===== config.mk =====
export PLATFORM = sky130hd
export DESIGN_NAME = tgif_bus_adapter
export DESIGN_NICKNAME = d
export VERILOG_FILES = /design/src/rtl/tgif_bus_pkg.sv /design/src/rtl/tgif_upsizer.sv /design/src/rtl/tgif_bus_adapter.sv
export SDC_FILE = /design/constraint.sdc
export NUM_CORES = 1
export LEC_CHECK = 0
export CAP_MARGIN = 30
export CORE_MARGIN = 5
export CORE_UTILIZATION = 39
export DETAILED_ROUTE_END_ITERATION = 12
export PLACE_DENSITY = 0.95
export SYNTH_ARGS = -nofsm -noshare
export SYNTH_HDL_FRONTEND = slang
export SYNTH_SLANG_ARGS = --single-unit

===== constraint.sdc =====
create_clock -name clk -period 7.7 [get_ports clk]
set_clock_uncertainty 0.1 [all_clocks]
set_input_delay 1.54 -clock clk [delete_from_list [all_inputs] [get_ports clk]]
set_output_delay 1.54 -clock clk [all_outputs]
set_load 0.005 [all_outputs]

===== src/rtl/tgif_bus_pkg.sv =====
// Shared constants and elaboration-time helpers for the TGIF bus adapter.
package tgif_bus_pkg;

    localparam int unsigned CORE_WIDTH = 32;

    // Narrow beats per 32-bit core word.
    function automatic int unsigned ratio(input int unsigned bus_width);
        return CORE_WIDTH / bus_width;
    endfunction

    function automatic int unsigned clog2(input int unsigned value);
        int unsigned r;
        r = 0;
        while ((32'd1 << r) < value) begin
            r = r + 1;
        end
        return r;
    endfunction

endpackage


===== src/rtl/tgif_upsizer.sv =====
// Packs BUSWIDTH-bit beats big-endian into 32-bit core words with valid/ready on both sides.
module tgif_upsizer
    import tgif_bus_pkg::*;
#(
    parameter int unsigned BUSWIDTH = 32
) (
    input  logic                  clk,
    input  logic                  rst,
    input  logic                  flush,
    input  logic [BUSWIDTH-1:0]   beat_data,
    input  logic                  beat_valid,
    output logic                  beat_ready,
    output logic [CORE_WIDTH-1:0] word,
    output logic                  word_valid,
    input  logic                  word_ready
);

    localparam int unsigned R  = ratio(BUSWIDTH);
    localparam int unsigned CW = clog2(R + 1);

    logic [CW-1:0]         cnt;
    logic                  full;
    logic                  accept;
    logic                  take;
    logic [CORE_WIDTH-1:0] next_word;

    assign full       = (cnt == CW'(R));
    assign word_valid = full;
    assign beat_ready = rst & (~full | word_ready);
    assign accept     = beat_valid & beat_ready;
    assign take       = full & word_ready;

    // Older beats shift toward the MSB so the first beat ends up in the top slice.
    if (BUSWIDTH == CORE_WIDTH) begin : g_pass
        assign next_word = beat_data;
    end else begin : g_shift
        assign next_word = {word[CORE_WIDTH-BUSWIDTH-1:0], beat_data};
    end

    always_ff @(posedge clk) begin
        if (!rst) begin
            cnt <= '0;
        end else if (flush) begin
            cnt <= '0;
        end else if (accept) begin
            cnt <= full ? CW'(1) : cnt + CW'(1);
        end else if (take) begin
            cnt <= '0;
        end
    end

    // Data register is never cleared; cnt alone says whether it holds a word.
    always_ff @(posedge clk) begin
        if (rst && !flush && accept) begin
            word <= next_word;
        end
    end

endmodule


===== src/rtl/tgif_bus_adapter.sv =====
// LWC bus front end for the TGIF core: PDI/SDI upsizers plus a buffered PDO downsizer.
// Optional macro TGIF_PDO_FIFO_EN selects a DEPTH-word PDO FIFO instead of one holding register.
module tgif_bus_adapter
    import tgif_bus_pkg::*;
#(
    parameter int unsigned BUSWIDTH = 32,
    parameter int unsigned DEPTH    = 4
) (
    input  logic                  clk,
    input  logic                  rst,
    input  logic                  flush,
    input  logic [BUSWIDTH-1:0]   pdi_data,
    input  logic                  pdi_valid,
    output logic                  pdi_ready,
    input  logic [BUSWIDTH-1:0]   sdi_data,
    input  logic                  sdi_valid,
    output logic                  sdi_ready,
    output logic [BUSWIDTH-1:0]   pdo_data,
    output logic                  pdo_valid,
    input  logic                  pdo_ready,
    output logic [CORE_WIDTH-1:0] core_pdi,
    output logic                  core_pdi_valid,
    input  logic                  core_pdi_ready,
    output logic [CORE_WIDTH-1:0] core_sdi,
    output logic                  core_sdi_valid,
    input  logic                  core_sdi_ready,
    input  logic [CORE_WIDTH-1:0] core_pdo,
    input  logic                  core_pdo_valid,
    output logic                  core_pdo_ready
);

    localparam int unsigned R   = ratio(BUSWIDTH);
    localparam int unsigned BIW = (R > 1) ? clog2(R) : 1;

    tgif_upsizer #(.BUSWIDTH(BUSWIDTH)) u_pdi (
        .clk        (clk),
        .rst        (rst),
        .flush      (flush),
        .beat_data  (pdi_data),
        .beat_valid (pdi_valid),
        .beat_ready (pdi_ready),
        .word       (core_pdi),
        .word_valid (core_pdi_valid),
        .word_ready (core_pdi_ready)
    );

    tgif_upsizer #(.BUSWIDTH(BUSWIDTH)) u_sdi (
        .clk        (clk),
        .rst        (rst),
        .flush      (flush),
        .beat_data  (sdi_data),
        .beat_valid (sdi_valid),
        .beat_ready (sdi_ready),
        .word       (core_sdi),
        .word_valid (core_sdi_valid),
        .word_ready (core_sdi_ready)
    );

    logic [BIW-1:0]        beat_idx;
    logic [CORE_WIDTH-1:0] pdo_head;
    logic [CORE_WIDTH-1:0] head_shift;
    logic [5:0]            shift_amt;
    logic                  pdo_beat;
    logic                  pop;
    logic                  push;

    assign pdo_beat = pdo_valid & pdo_ready;
    assign pop      = pdo_beat & (beat_idx == BIW'(R - 1));
    assign push     = core_pdo_valid & core_pdo_ready;

    // MSB-first serialisation: slide the current beat up to the top of the word.
    assign shift_amt  = 6'(beat_idx) * 6'(BUSWIDTH);
    assign head_shift = pdo_head << shift_amt;
    assign pdo_data   = head_shift[CORE_WIDTH-1 -: BUSWIDTH];

    always_ff @(posedge clk) begin
        if (!rst) begin
            beat_idx <= '0;
        end else if (flush) begin
            beat_idx <= '0;
        end else if (pop) begin
            beat_idx <= '0;
        end else if (pdo_beat) begin
            beat_idx <= beat_idx + BIW'(1);
        end
    end

`ifdef TGIF_PDO_FIFO_EN
    localparam int unsigned PW = clog2(DEPTH);

    logic [CORE_WIDTH-1:0] mem [DEPTH];
    logic [PW-1:0]         wr_ptr;
    logic [PW-1:0]         rd_ptr;
    logic [PW:0]           occ;

    assign pdo_head       = mem[rd_ptr];
    assign pdo_valid      = (occ != '0);
    assign core_pdo_ready = rst & (occ != (PW+1)'(DEPTH));

    always_ff @(posedge clk) begin
        if (!rst) begin
            wr_ptr <= '0;
            rd_ptr <= '0;
            occ    <= '0;
        end else if (flush) begin
            wr_ptr <= '0;
            rd_ptr <= '0;
            occ    <= '0;
        end else begin
            if (push) begin
                wr_ptr <= wr_ptr + PW'(1);
            end
            if (pop) begin
                rd_ptr <= rd_ptr + PW'(1);
            end
            if (push && !pop) begin
                occ <= occ + (PW+1)'(1);
            end else if (pop && !push) begin
                occ <= occ - (PW+1)'(1);
            end
        end
    end

    always_ff @(posedge clk) begin
        if (rst && !flush && push) begin
            mem[wr_ptr] <= core_pdo;
        end
    end
`else
    logic                  held;
    logic [CORE_WIDTH-1:0] hold_word;

    // DEPTH has no effect with the single holding register.
    if (DEPTH < 2) begin : g_depth_unused
    end

    assign pdo_head       = hold_word;
    assign pdo_valid      = held;
    assign core_pdo_ready = rst & ~held;

    always_ff @(posedge clk) begin
        if (!rst) begin
            held <= 1'b0;
        end else if (flush) begin
            held <= 1'b0;
        end else if (push) begin
            held <= 1'b1;
        end else if (pop) begin
            held <= 1'b0;
        end
    end

    always_ff @(posedge clk) begin
        if (rst && !flush && push) begin
            hold_word <= core_pdo;
        end
    end
`endif

endmodule


[Yosys cells after proc, flatten, opt, wreduce, memory -nomap -nowiden]
Cells that the tools add are included.
Cells by class
  add/sub/neg operators: 3
  multipliers: 0
  div/mod/pow operators: 0
  order comparisons: 0
  equality and inequality tests: 0
  shift operators: 1
  multiplexer cells: 8
  bitwise gates (word level): 17
  reductions and logical operators: 10
Operators by type and width (number)
  $shl A32 B6 Y32: 1
  $and A1 B1 Y1: 10
  $mux W1: 8
  $reduce_bool A2 Y1: 3
  $not A1 Y1: 5
  $logic_and A1 B1 Y1: 4
  $add A1 B1 Y1 const B: 3
  $reduce_or A3 Y1: 1
  $or A1 B1 Y1: 2
  $reduce_or A2 Y1: 1
  $logic_not A1 Y1: 1
Storage, ports and cells
  bits in registers: 100
  latch bits: 0
  memory bits (writable): 0
  bits in read-only memories: 0
  bits of input ports: 105
  output and inout bits: 102
  logic and storage cells: 46
  memories kept: 0

[Longest topological paths before layout]
  word-level depth: 5
  gate-level depth with buffers: 2
  depth with buffers taken out: 2

[Hierarchy]
A second synthesis with hierarchy kept.
Second synthesis, totals
  cell total of the unflattened synthesis: 154
  area, all modules: 3333.2 µm²
Modules (own cells, without submodules)
  tgif_upsizer: times used 2, cells an instance 39, area an instance 1028.5 µm²
  tgif_bus_adapter: times used 1, cells an instance 76, area an instance 1276.2 µm²

[Worst setup path after synthesis]
OpenSTA, ideal clock, no wires.
  path type: input to register
  from: input port flush
  to: register hold_word[0] (enable)
  library setup time: 0.468 ns
  data arrival time: 4.091 ns
  data required time: 7.132 ns
  slack: 3.042 ns
  cell stages on the path: 2
  buffers on the path: 0
  cells stage by stage: nand2b_4 nor3b_1
On the way
  longest elaborated chain between the ends: 3
RTL lines
  start, declared: line tgif_bus_adapter.sv:11  | input logic flush,
  $logic_not A1 Y1: line tgif_bus_adapter.sv:154  | if (rst && !flush && push) begin
  $logic_and A1 B1 Y1 (2 in a row): line tgif_bus_adapter.sv:154
  end signal, assigned: line tgif_bus_adapter.sv:155  | hold_word <= core_pdo;
  end, declared: line tgif_bus_adapter.sv:131  | logic [CORE_WIDTH-1:0] hold_word;
No other way between the ends.
A chain may end at the register's enable or synchronous reset.

[Worst setup path after layout]
  from: input port rst
  to: output port core_pdo_ready
On the way
  longest elaborated chain between the ends: 1
RTL lines
  start, declared: line tgif_bus_adapter.sv:10  | input logic rst,
  $and A1 B1 Y1: line tgif_bus_adapter.sv:139  | assign core_pdo_ready = rst & ~held;
  end, declared: line tgif_bus_adapter.sv:29  | output logic core_pdo_ready
No other way between the ends.

==> impl_metrics.env <==
export IMPL_io_pins=207
export IMPL_synth_area_mux_share=0
export IMPL_cts_tree="done"
export IMPL_synth_compound_area_frac=0.00987
export IMPL_nNetsFinal=476
export IMPL_yosysWarningCount=0
export IMPL_clk_latency_ps=340
export IMPL_setup_viol=0
export IMPL_grt_util_met1=0.166
export IMPL_p_seq_frac=0.578
export IMPL_hold_class="reg -> reg"
export IMPL_die_x_um=102
export IMPL_start_kind="input pin"
export IMPL_grt_use_met3=0.0928
export IMPL_grt_use_total=0.169
export IMPL_dr_pass1_iters=4
export IMPL_antenna_found_initial=0
export IMPL_clk_pin_slew_worst_paths_ps=80
export IMPL_power_frac_comb=0.095
export IMPL_wl_per_cell_um=18.2
export IMPL_vias=2150
export IMPL_period_share=0.582
export IMPL_p_clk_frac=0.327
export IMPL_gp_congestion=0.709
export IMPL_p_sw_frac=0.185
export IMPL_syn_inst=153
export IMPL_die_h_um=102
export IMPL_routed_wl_mm=8.72
export IMPL_layout_setup_ws_ps=3220
export IMPL_fmax_ghz=0.223
export IMPL_rsz0062_at_grt="no"
export IMPL_setup_tns_ps=0
export IMPL_cts_setup_buffers=0
export IMPL_grt_pass1_vias=2456
export IMPL_dp_hpwl_mm=7.03
export IMPL_use_met2=0.303
export IMPL_root_buffer="clkbuf_8"
export IMPL_max_slew_margin=0.542
export IMPL_ant_nets=0
export IMPL_viasPerCell=4.48
export IMPL_intPower_uw=870
export IMPL_finalMaxSlewViolations=0
export IMPL_peakVddDrop_uv=140
export IMPL_place_ws_ps=3190
export IMPL_synthSimpleGateAreaFrac=0.0835
export IMPL_avgSynthCellArea_um2=21.5
export IMPL_drv_cap=0
export IMPL_crit_path_end_kind="output pin"
export IMPL_hold_viol=0
export IMPL_drc=0
export IMPL_p_leak_uw=0.00199
export IMPL_diodes=0
export IMPL_grt_pass1_wl_mm=12.7
export IMPL_cts_sinks=100
export IMPL_p_sw_uw=198
export IMPL_crit_fanout=5
export IMPL_synth_seq_cells=100
export IMPL_drive_above_1_share=0.0560
export IMPL_synthXorXnorAreaFrac=0
export IMPL_ys_types=14
export IMPL_busiest_layer="met2"
export IMPL_tightest_slew_ps=684
export IMPL_area_growth_syn_to_layout_pct=74.2
export IMPL_syn_area_um2=3300
export IMPL_outcome="complete, no violations"
export IMPL_rows=33
export IMPL_htree_levels=3
export IMPL_postCtsResizedCells=0
export IMPL_cts_buffer_depth=2
export IMPL_synth_seq_area_share=0.899
export IMPL_ctsHoldBuffers=0
export IMPL_grt_overflow=0
export IMPL_path_class="in -> out"
export IMPL_worst_hold_slack_ps=441
export IMPL_numCtsBuffers=9
export IMPL_die_area_um2=10400
export IMPL_ff2ff_path_depth=2
export IMPL_cp_arrival_ps=2840
export IMPL_io_buffers=206
export IMPL_drtIter0Drc=70
export IMPL_synthAdderAreaFrac=0
export IMPL_start_util=0.401
export IMPL_synth_top_family_by_area="simple AND/OR/NAND/NOR gates"
export IMPL_period_needed_ps=4480
export IMPL_power_density_nw_per_um2=186
export IMPL_core_area_um2=8220
export IMPL_grt_max_degree=34
export IMPL_syn_nets=258
export IMPL_worstPathRequired_ps=6060
export IMPL_holdPathStages=2
## final cells by class
cell class	count	area, µm²
Clock inverter	5	85.1
Sequential cell	100	2960
Tap cell	105	131
Inverter	3	11.3
Clock buffer	10	128
Timing Repair Buffer	210	2110
Fill cell	531	2470
Multi-Input combinational cell	47	313
## placed cells by master, fill, tap and decap left out, drive strengths merged
cell type / n
bufinv: 2
a211oi: 1
nand2b: 3
clkbuf: 10
and2: 2
a21oi: 2
nor2: 1
nor3b: 1
nor2b: 34
edfxtp: 96
inv: 4
clkinv: 1
dfxtp: 4
clkinvlp: 1
clkdlybuf4s50: 206
a311oi: 1
buf: 4
and3: 2
## stage by stage
stage | instance area, µm² | cells | total power, µW | utilization
3_5_place_dp | 5500 | 464 | 733 | 0.670
4_1_cts | 5720 | 479 | 1080 | 0.696
5_1_grt | 5740 | 480 | 1110 | 0.699
6_report | 5740 | 480 | 1070 | 0.699
2_1_floorplan | 3300 | 153 | 644 | -
3_3_place_gp | 5500 | 464 | 728 | 0.670
## worst max-delay path, stage by stage
cell             delay, ps
clkdlybuf4s50_1        600
nor2b_1                170
clkdlybuf4s50_1        530
## sequential cells by signal, summed over array words and instances, names as in the netlist
register and flops:
pdo_valid 1, u_pdi.word 32, hold_word 32, u_sdi.word 32, u_sdi.word_valid 1, beat_idx 1, u_pdi.word_valid 1
## cell families (layout without fill, tap and decap cells)
| kind of cell | Yosys count | in the layout |
|---|---|---|
| AO/OA/AOI/OAI | 4 | 4 |
| buffers and inverters | 6 | 228 |
| AND/OR/NAND/NOR | 43 | 43 |
| flip-flops | 100 | 100 |
## power groups by stage
stage / sequential [µW] / combinational, µW / clock (µW)
after floorplan: 631 / 12.3 / 0
after global placement: 629 / 99.0 / 0
after detailed placement: 630 / 103 / 0
after CTS: 618 / 103 / 362
after global routing: 619 / 108 / 387
final: 618 / 101 / 350
## cells in the mapped netlist (all sizes together)
cell type | count | area [µm²]
and3 | 2 | 12.5
inv | 3 | 11.3
dfxtp | 4 | 80.1
a21oi | 2 | 10.0
edfxtp | 96 | 2880
and2 | 2 | 12.5
nand2b | 3 | 26.3
buf | 3 | 15.0
nor3b | 1 | 7.51
nor2 | 1 | 3.75
a311oi | 1 | 15.0
nor2b | 34 | 213
a211oi | 1 | 7.51
## final timing paths
path	startpoint	end	slack [ps]
min	beat_idx	beat_idx	440
min reg2reg	beat_idx	beat_idx	440
max reg2reg	pdo_valid	hold_word[3]	5880
max	rst	core_pdo_ready	3220
## routing by layer
layer	share of wire	wire, µm
met4	0.018	157
met5	0	0
met2	0.53	4590
met3	0.13	1130
met1	0.33	2840
No activity file was read; power rests on OpenSTA's default activity.
